===== src/rtl/bcd_serial_adder.sv =====
// Digit-serial BCD adder: one digit pair per clock, LSD first, carry held between digits.
// Latency: Done pulses DIGITS+1 cycles after Start is presented; one op per DIGITS+2 cycles.
// Backpressure: none; Start is sampled only in IDLE and dropped otherwise.
module bcd_serial_adder #(
    parameter int DIGITS = 4
) (
    input  logic                  Clk,
    input  logic                  Rst,
    input  logic                  Start,
    input  logic [4*DIGITS-1:0]   A,
    input  logic [4*DIGITS-1:0]   B,
    input  logic                  Cin,
    output logic                  Busy,
    output logic                  Done,
    output logic [4*DIGITS-1:0]   Result,
    output logic                  Cout,
    output logic                  Invalid
);

    localparam int CW = (DIGITS > 1) ? $clog2(DIGITS) : 1;

    typedef enum logic [1:0] {IDLE, RUN, DONE} state_t;

    state_t                  state, state_nxt;
    logic [DIGITS-1:0][3:0]  a_in, b_in;
    logic [DIGITS-1:0][3:0]  a_reg, b_reg, res_reg;
    logic                    carry;
    logic [CW-1:0]           cnt;
    logic                    last;
    logic                    in_invalid;
    logic [3:0]              dig_a, dig_b, dig_sum;
    logic [4:0]              dig_raw;
    logic                    dig_carry;
    logic                    accept;

    assign a_in   = A;
    assign b_in   = B;
    assign Result = res_reg;
    assign last   = (cnt == CW'(DIGITS - 1));
    assign accept = (state == IDLE) && Start;

    always_comb begin
        in_invalid = 1'b0;
        for (int i = 0; i < DIGITS; i++) begin
            if (a_in[i] > 4'd9 || b_in[i] > 4'd9) begin
                in_invalid = 1'b1;
            end
        end
    end

    // Single-digit BCD add; out-of-range digits take the same +6 correction.
    always_comb begin
        dig_a     = a_reg[cnt];
        dig_b     = b_reg[cnt];
        dig_raw   = {1'b0, dig_a} + {1'b0, dig_b} + {4'd0, carry};
        dig_carry = (dig_raw > 5'd9);
        dig_sum   = dig_carry ? (dig_raw[3:0] + 4'd6) : dig_raw[3:0];
    end

    always_ff @(posedge Clk or posedge Rst) begin
        if (Rst) begin
            state <= IDLE;
        end else begin
            state <= state_nxt;
        end
    end

    always_comb begin
        state_nxt = state;
        case (state)
            IDLE:    if (Start) state_nxt = RUN;
            RUN:     if (last)  state_nxt = DONE;
            DONE:    state_nxt = IDLE;
            default: state_nxt = IDLE;
        endcase
    end

    always_comb begin
        Busy = (state == RUN);
        Done = (state == DONE);
    end

    always_ff @(posedge Clk or posedge Rst) begin
        if (Rst) begin
            a_reg   <= '0;
            b_reg   <= '0;
            res_reg <= '0;
            carry   <= 1'b0;
            cnt     <= '0;
            Cout    <= 1'b0;
            Invalid <= 1'b0;
        end else if (accept) begin
            a_reg   <= a_in;
            b_reg   <= b_in;
            res_reg <= '0;
            carry   <= Cin;
            cnt     <= '0;
            Cout    <= 1'b0;
            Invalid <= in_invalid;
        end else if (state == RUN) begin
            res_reg[cnt] <= dig_sum;
            carry        <= dig_carry;
            cnt          <= cnt + CW'(1);
            if (last) begin
                Cout <= dig_carry;
            end
        end
    end

endmodule


===== config.mk =====
export PLATFORM = sky130hd
export DESIGN_NAME = bcd_serial_adder
export DESIGN_NICKNAME = d
export VERILOG_FILES = /design/src/rtl/bcd_serial_adder.sv
export SDC_FILE = /design/constraint.sdc
export NUM_CORES = 1
export LEC_CHECK = 0
export ABC_CLOCK_PERIOD_IN_PS = 4800
export CORE_MARGIN = 4
export CORE_UTILIZATION = 53
export CTS_BUF_LIST = sky130_fd_sc_hd__clkbuf_8
export DETAILED_ROUTE_END_ITERATION = 7
export PLACE_DENSITY = 0.82
export SKIP_CTS_REPAIR_TIMING = 1
export SYNTH_ARGS = -nofsm -noshare
export SYNTH_HDL_FRONTEND = slang
export SYNTH_SLANG_ARGS = --single-unit

===== constraint.sdc =====
create_clock -name Clk -period 4.8 [get_ports Clk]
set_input_delay 0.48 -clock Clk [delete_from_list [all_inputs] [get_ports Clk]]
set_output_delay 0.48 -clock Clk [all_outputs]
set_load 0.03 [all_outputs]

==> results.py, run 1 <==
metrics = {
    "critical_path": {
        "crit_buf_inv": 1,
        "worstPathArrival_ns": 3.73,
        "critPathSlowestCell": "mux4_2",
        "cp_top_family": "adder cells",
        "cp_data_required_time_ns": 4.98,
        "end_kind": "flop",
        "worst-path-max-fanout": 6,
        "start_kind": "flop",
        "slowest_delay_ns": 0.61,
        "path_class": "flop to flop",
        "cp_cell_sequence": "mux4_2 > fa_1 > inv_1 > fa_1 > xor2_1 > ha_1 > nand2_1 > a32o_2 > o311ai_2 > xor2_1 > o21ai_1",
    },
    "grt": {
        "antenna_found_initial": 0,
        "grt_util_all_layers_pct": 22.0,
        "grt_pass1_vias": 2218,
        "grt_first_pass_wirelength_mm": 10.7,
        "grt.overflow.total": 0,
        "grt_max_degree": 56,
    },
    "timing": {
        "fin_skew_ns": 0.0105,
        "fmax_mhz": 282,
        "setup_violations": 0,
        "fin_crit_sh_pct": 73.8,
        "hold_slack_ns": 0.486,
        "fin_setup_tns_ns": 0,
        "tightest_slew_ns": 1.09,
        "rsz0062_at_grt": "false",
        "period_needed_ns": 3.54,
        "slew_viol_final": 0,
        "relSlewSlack_pct": 27.3,
        "hold_viol_final": 0,
    },
    "logic_synthesis": {
        "synthTopCellsByArea": "dfrtp_1 (51%), nand2_1 (16%), mux4_2 (6.7%)",
        "synthesis.instances": 284,
        "avgSynthCellArea_um2": 9.43,
        "yosysWarnings": 0,
        "synth-seq-area-share_pct": 51.4,
        "synth_top_area_share_pct": 51.4,
        "ys_ff_latch": 55,
        "synth_area_leader_cell": "dfrtp_1",
        "synth_nets": 331,
        "syn_area_um2": 2680,
        "synth_cell_types": 34,
    },
    "floorplanning": {
        "die_h_um": 79.1,
        "rows": 25,
        "start_util_pct": 55.6,
        "fp.coreArea_um2": 4820,
        "dieArea_um2": 6250,
        "ioPinCount": 56,
        "die_w_um": 79.1,
    },
    "final_layout": {
        "drive_gt1_share_pct": 8.58,
        "multiInputGateArea_um2": 1220,
        "nets": 384,
        "nFillCells": 400,
        "fin_area_um2": 3370,
        "final_common_cell": "nand2_1",
        "final_cell_mix": "nand2_1 (111), dfrtp_1 (55), clkdlybuf4s50_1 (55)",
        "antennaDiodeCount": 0,
        "area_growth_pct": 25.9,
        "register_area_um2": 1380,
    },
    "clock_network": {
        "clock_latency_ns": 0.31,
        "h-tree-depth": 2,
        "numCtsBuffers": 5,
        "cts_tree": "built",
        "cts_sinks": 55,
        "clkTransAtPathRegs_ns": 0.09,
        "cts_buffer_depth": 2,
        "ctsRootBufferMaster": "clkbuf_8",
    },
    "routing": {
        "ant_nets": 0,
        "first_pass_iters": 4,
        "drc": 0,
        "drt_iter0_markers": 141,
        "wl_per_cell_um": 15.6,
        "routed_via_density": 5.52,
        "vias": 2234,
        "drt_wl_total_mm": 6.30,
    },
    "job": {
        "drv_cap": 0,
    },
    "min_path": {
        "hp-class": "flop to flop",
    },
    "status": {
        "status": "finished clean",
    },
    "place": {
        "placed_cell_area_um2": 3290,
        "port_buffers": 55,
        "place_congestion": 0.845,
        "hpwl_mm": 4.65,
    },
}
cell type report:
cell class	instances	share of cell area, %
clock buffer	5	2.04
clock inverter	3	0.445
tap	67	2.49
sequential	55	40.8
multi-input combinational	207	36.1
inverter	10	1.11
timing repair buffer	58	17.0
final timing paths:
check	start	endpoint	slack [ns]	cells past startpoint
min in group asynchronous	Rst	state[1]	0.75	2
worst min register to register	b_reg[2]	b_reg[2]	0.49	2
worst max-delay path	cnt[0]	Result[1]	1.26	11
worst max register to register	cnt[0]	Result[1]	1.26	11
worst min-delay path	b_reg[2]	b_reg[2]	0.49	2
max in group asynchronous	Rst	Result[1]	3.37	2
cell usage after synthesis, drive strengths merged:
cell type  instances
nand2            111
dfrtp             55
o21ai             26
nand3             15
inv               10
clkbuf             9
ha                 9
mux4               8
nor2               8
a21oi              3
a32oi              3
buf                3
a22oi              2
and3               2
fa                 2
nand4              2
nor2b              2
xor2               2
a22o               1
a31o               1
a32o               1
and2               1
mux2i              1
nand2b             1
nor3               1
o311ai             1
o31a               1
o31ai              1
or2                1
or4                1
routing by layer:
| layer | GRT usage (%) | up-vias | share of wire (%) |
|---|---|---|---|
| met5 | 0 | - | 0 |
| met4 | 8.93 | 0 | 3.0 |
| met1 | 28.5 | 1072 | 41 |
| met3 | 3.51 | 18 | 5.7 |
| met2 | 36.9 | 91 | 50 |
| li1 | - | 1053 | - |
worst reg2reg max path: cells and delay by family, from the launching register on:
| family | cells | cell delay (ns) |
|---|---|---|
| and+or+nand+nor | 1 | 0.06 |
| AOI/OAI and AO/OA | 3 | 0.61 |
| adders and majority gates | 3 | 0.89 |
| muxes | 1 | 0.61 |
| buffers and inverters | 1 | 0.08 |
| DFF | 1 | 0.54 |
| xor gates and xnor gates | 2 | 0.64 |
stage by stage:
stage	instances	worst slack [ns]	util, %
finish	405	1.26	70.0
floorplan	284	1.44	-
global route	405	0.982	70.0
detailed placement	397	1.35	68.2
CTS	405	1.29	70.0
global placement	397	1.51	68.2
cells by family after synthesis:
family / Yosys count / share of synthesized area (%)
XOR/XNOR: 2 / 0.654
buffers and inverters: 22 / 3.18
multiplexers: 9 / 7.10
flip-flops: 55 / 51.4
adder cells (fa/ha/maj): 11 / 5.70
AO/OA/AOI/OAI: 40 / 9.86
AND/OR/NAND/NOR: 145 / 22.1
Power of run 1 is not shown: default switching activity piles up to over one toggle a cycle in this logic, so the estimate is an artifact.
==> run 2: changes to the inputs <==
- ABC_CLOCK_PERIOD_IN_PS: 4800 -> 3200
- CORE_UTILIZATION: 53 -> 48
- PLACE_DENSITY: 0.82 -> 0.79
- clock period: 4.8 -> 3.2 ns (I/O delays scaled with it)
==> run 2 against run 1 <==
  * Global-route usage shrank 1.9 points
  * Non-clock buffer count grew 9
  * Sequential cell count is the same
  * Die area grew 9.3%
  * Critical path depth shrank 2
  * Maximum frequency grew 12%
  * Cell area grew 4.7%
  * Via count shrank 1.8%
  * Register-to-register slack lost 1.2 ns
==> results.py, run 2 (synthesis gave the netlist of run 1 again) <==
metrics = {
    "status": {
        "status": "finished clean",
    },
    "floorplanning": {
        "fp.coreArea_um2": 5270,
        "die_w_um": 82.7,
        "die_h_um": 82.7,
        "start_util_pct": 50.8,
        "rows": 26,
        "ioPinCount": 56,
        "dieArea_um2": 6840,
    },
    "clock_network": {
        "cts_buffer_depth": 2,
        "h-tree-depth": 2,
        "cts_tree": "built",
        "ctsRootBufferMaster": "clkbuf_8",
        "clkTransAtPathRegs_ns": 0.10,
        "clock_latency_ns": 0.31,
        "cts_sinks": 55,
        "numCtsBuffers": 5,
    },
    "critical_path": {
        "crit_buf_inv": 1,
        "cp_cell_sequence": "mux4_2 > fa_2 > inv_2 > fa_2 > ha_4 > a32o_2 > nor3_1 > o31a_4 > o21ai_2",
        "path_class": "flop to flop",
        "cp_top_family": "adder cells",
        "end_kind": "flop",
        "start_kind": "flop",
        "cpMostUsedCell": "fa_2",
        "worstPathArrival_ns": 3.35,
        "worst-path-max-fanout": 5,
        "cp_data_required_time_ns": 3.39,
        "slowest_delay_ns": 0.53,
        "critPathSlowestCell": "mux4_2",
    },
    "routing": {
        "vias": 2193,
        "first_pass_iters": 4,
        "drt_wl_total_mm": 6.32,
        "routed_via_density": 5.26,
        "drt_iter0_markers": 136,
        "ant_nets": 0,
        "wl_per_cell_um": 15.2,
        "drc": 0,
    },
    "final_layout": {
        "area_growth_pct": 31.8,
        "final_common_cell": "nand2_1",
        "final_cell_mix": "nand2_1 (110), clkdlybuf4s50_1 (55), dfrtp_1 (54)",
        "nFillCells": 441,
        "drive_gt1_share_pct": 13.5,
        "nets": 393,
        "antennaDiodeCount": 0,
    },
    "place": {
        "port_buffers": 55,
        "hpwl_mm": 4.69,
        "place_congestion": 0.827,
    },
    "timing": {
        "hold_viol_final": 0,
        "setup_violations": 0,
        "hold_slack_ns": 0.411,
        "relSlewSlack_pct": 55.6,
        "slew_viol_final": 0,
        "fin_crit_sh_pct": 98.6,
        "fmax_mhz": 317,
        "rsz0062_at_grt": "true",
        "tightest_slew_ns": 0.665,
        "period_needed_ns": 3.16,
        "fin_skew_ns": 0.0107,
    },
    "grt": {
        "grt_first_pass_wirelength_mm": 10.3,
        "grt_pass1_vias": 2205,
        "antenna_found_initial": 0,
        "grt.overflow.total": 0,
        "grt_util_all_layers_pct": 20.1,
        "grt_max_degree": 35,
    },
    "min_path": {
        "hp-class": "input pin to asynchronous set/reset pin",
    },
    "job": {
        "drv_cap": 0,
    },
}
[run 2: cell types whose count changed in the layout (fill, tap and decap cells not counted), sizes merged]
cell	before	now
buf	3	12
clkbuf	5	7
clkinv	3	0
inv	10	11
[run 2: stage by stage]
step	setup WS (ns)	area, um2	util (%)	TNS (ns)	cells
5_1_grt	-0.137	3530	67.0	-0.588	417
4_1_cts	-0.0507	3460	65.6	-0.276	413
3_5_place_dp	-0.0329	3360	63.7	-0.105	405
2_1_floorplan	0.00151	2710	-	0	284
6_report	0.0437	3530	67.0	0	417
3_3_place_gp	0.0774	3360	63.7	0	405
[run 2: area by class of cell]
type | instances | area, um2 | area share, %
clock buffers | 7 | 96.3 | 2.73
clock inverters | 1 | 3.75 | 0.106
inverters | 10 | 37.5 | 1.06
multi-input cells | 207 | 1290 | 36.4
flip-flops and latches | 55 | 1380 | 39.0
well taps | 70 | 87.6 | 2.48
repair buffers | 67 | 641 | 18.1
[run 2: worst paths after layout]
kind	cells after the start	end	from	slack, ns
min in group Clk	2	a_reg[6]	a_reg[6]	0.48
max in group asynchronous	3	b_reg[15]	Rst	2.15
worst max-delay path	9	Result[10]	cnt[0]	0.04
worst min register to register	2	a_reg[6]	a_reg[6]	0.48
worst min-delay path	2	Result[4]	Rst	0.41
worst max register to register	9	Result[10]	cnt[0]	0.04
[run 2: worst reg2reg max path, cell delays in order, from the launching register on]
cell and delay, ns:
dfrtp_2 0.43, mux4_2 0.53, fa_2 0.38, inv_2 0.07, fa_2 0.50, ha_4 0.21
a32o_2 0.25, nor3_1 0.38, o31a_4 0.23, o21ai_2 0.05
[run 2: layer usage]
layer / vias up / GRT usage (%) / wire (um)
met5: - / 0 / 0
met4: 0 / 6.86 / 131
met3: 12 / 4.45 / 440
met2: 87 / 33.9 / 3090
met1: 1024 / 25.5 / 2660
li1: 1070 / - / -
Power of run 2 is left out for the same reason.
==> run 3: changes to the inputs <==
- GPL_ROUTABILITY_DRIVEN: default -> 0
==> results of run 3 <==
The final DEF is identical to that of run 2; final timing and power are the same.
Power of run 3 is left out for the same reason.
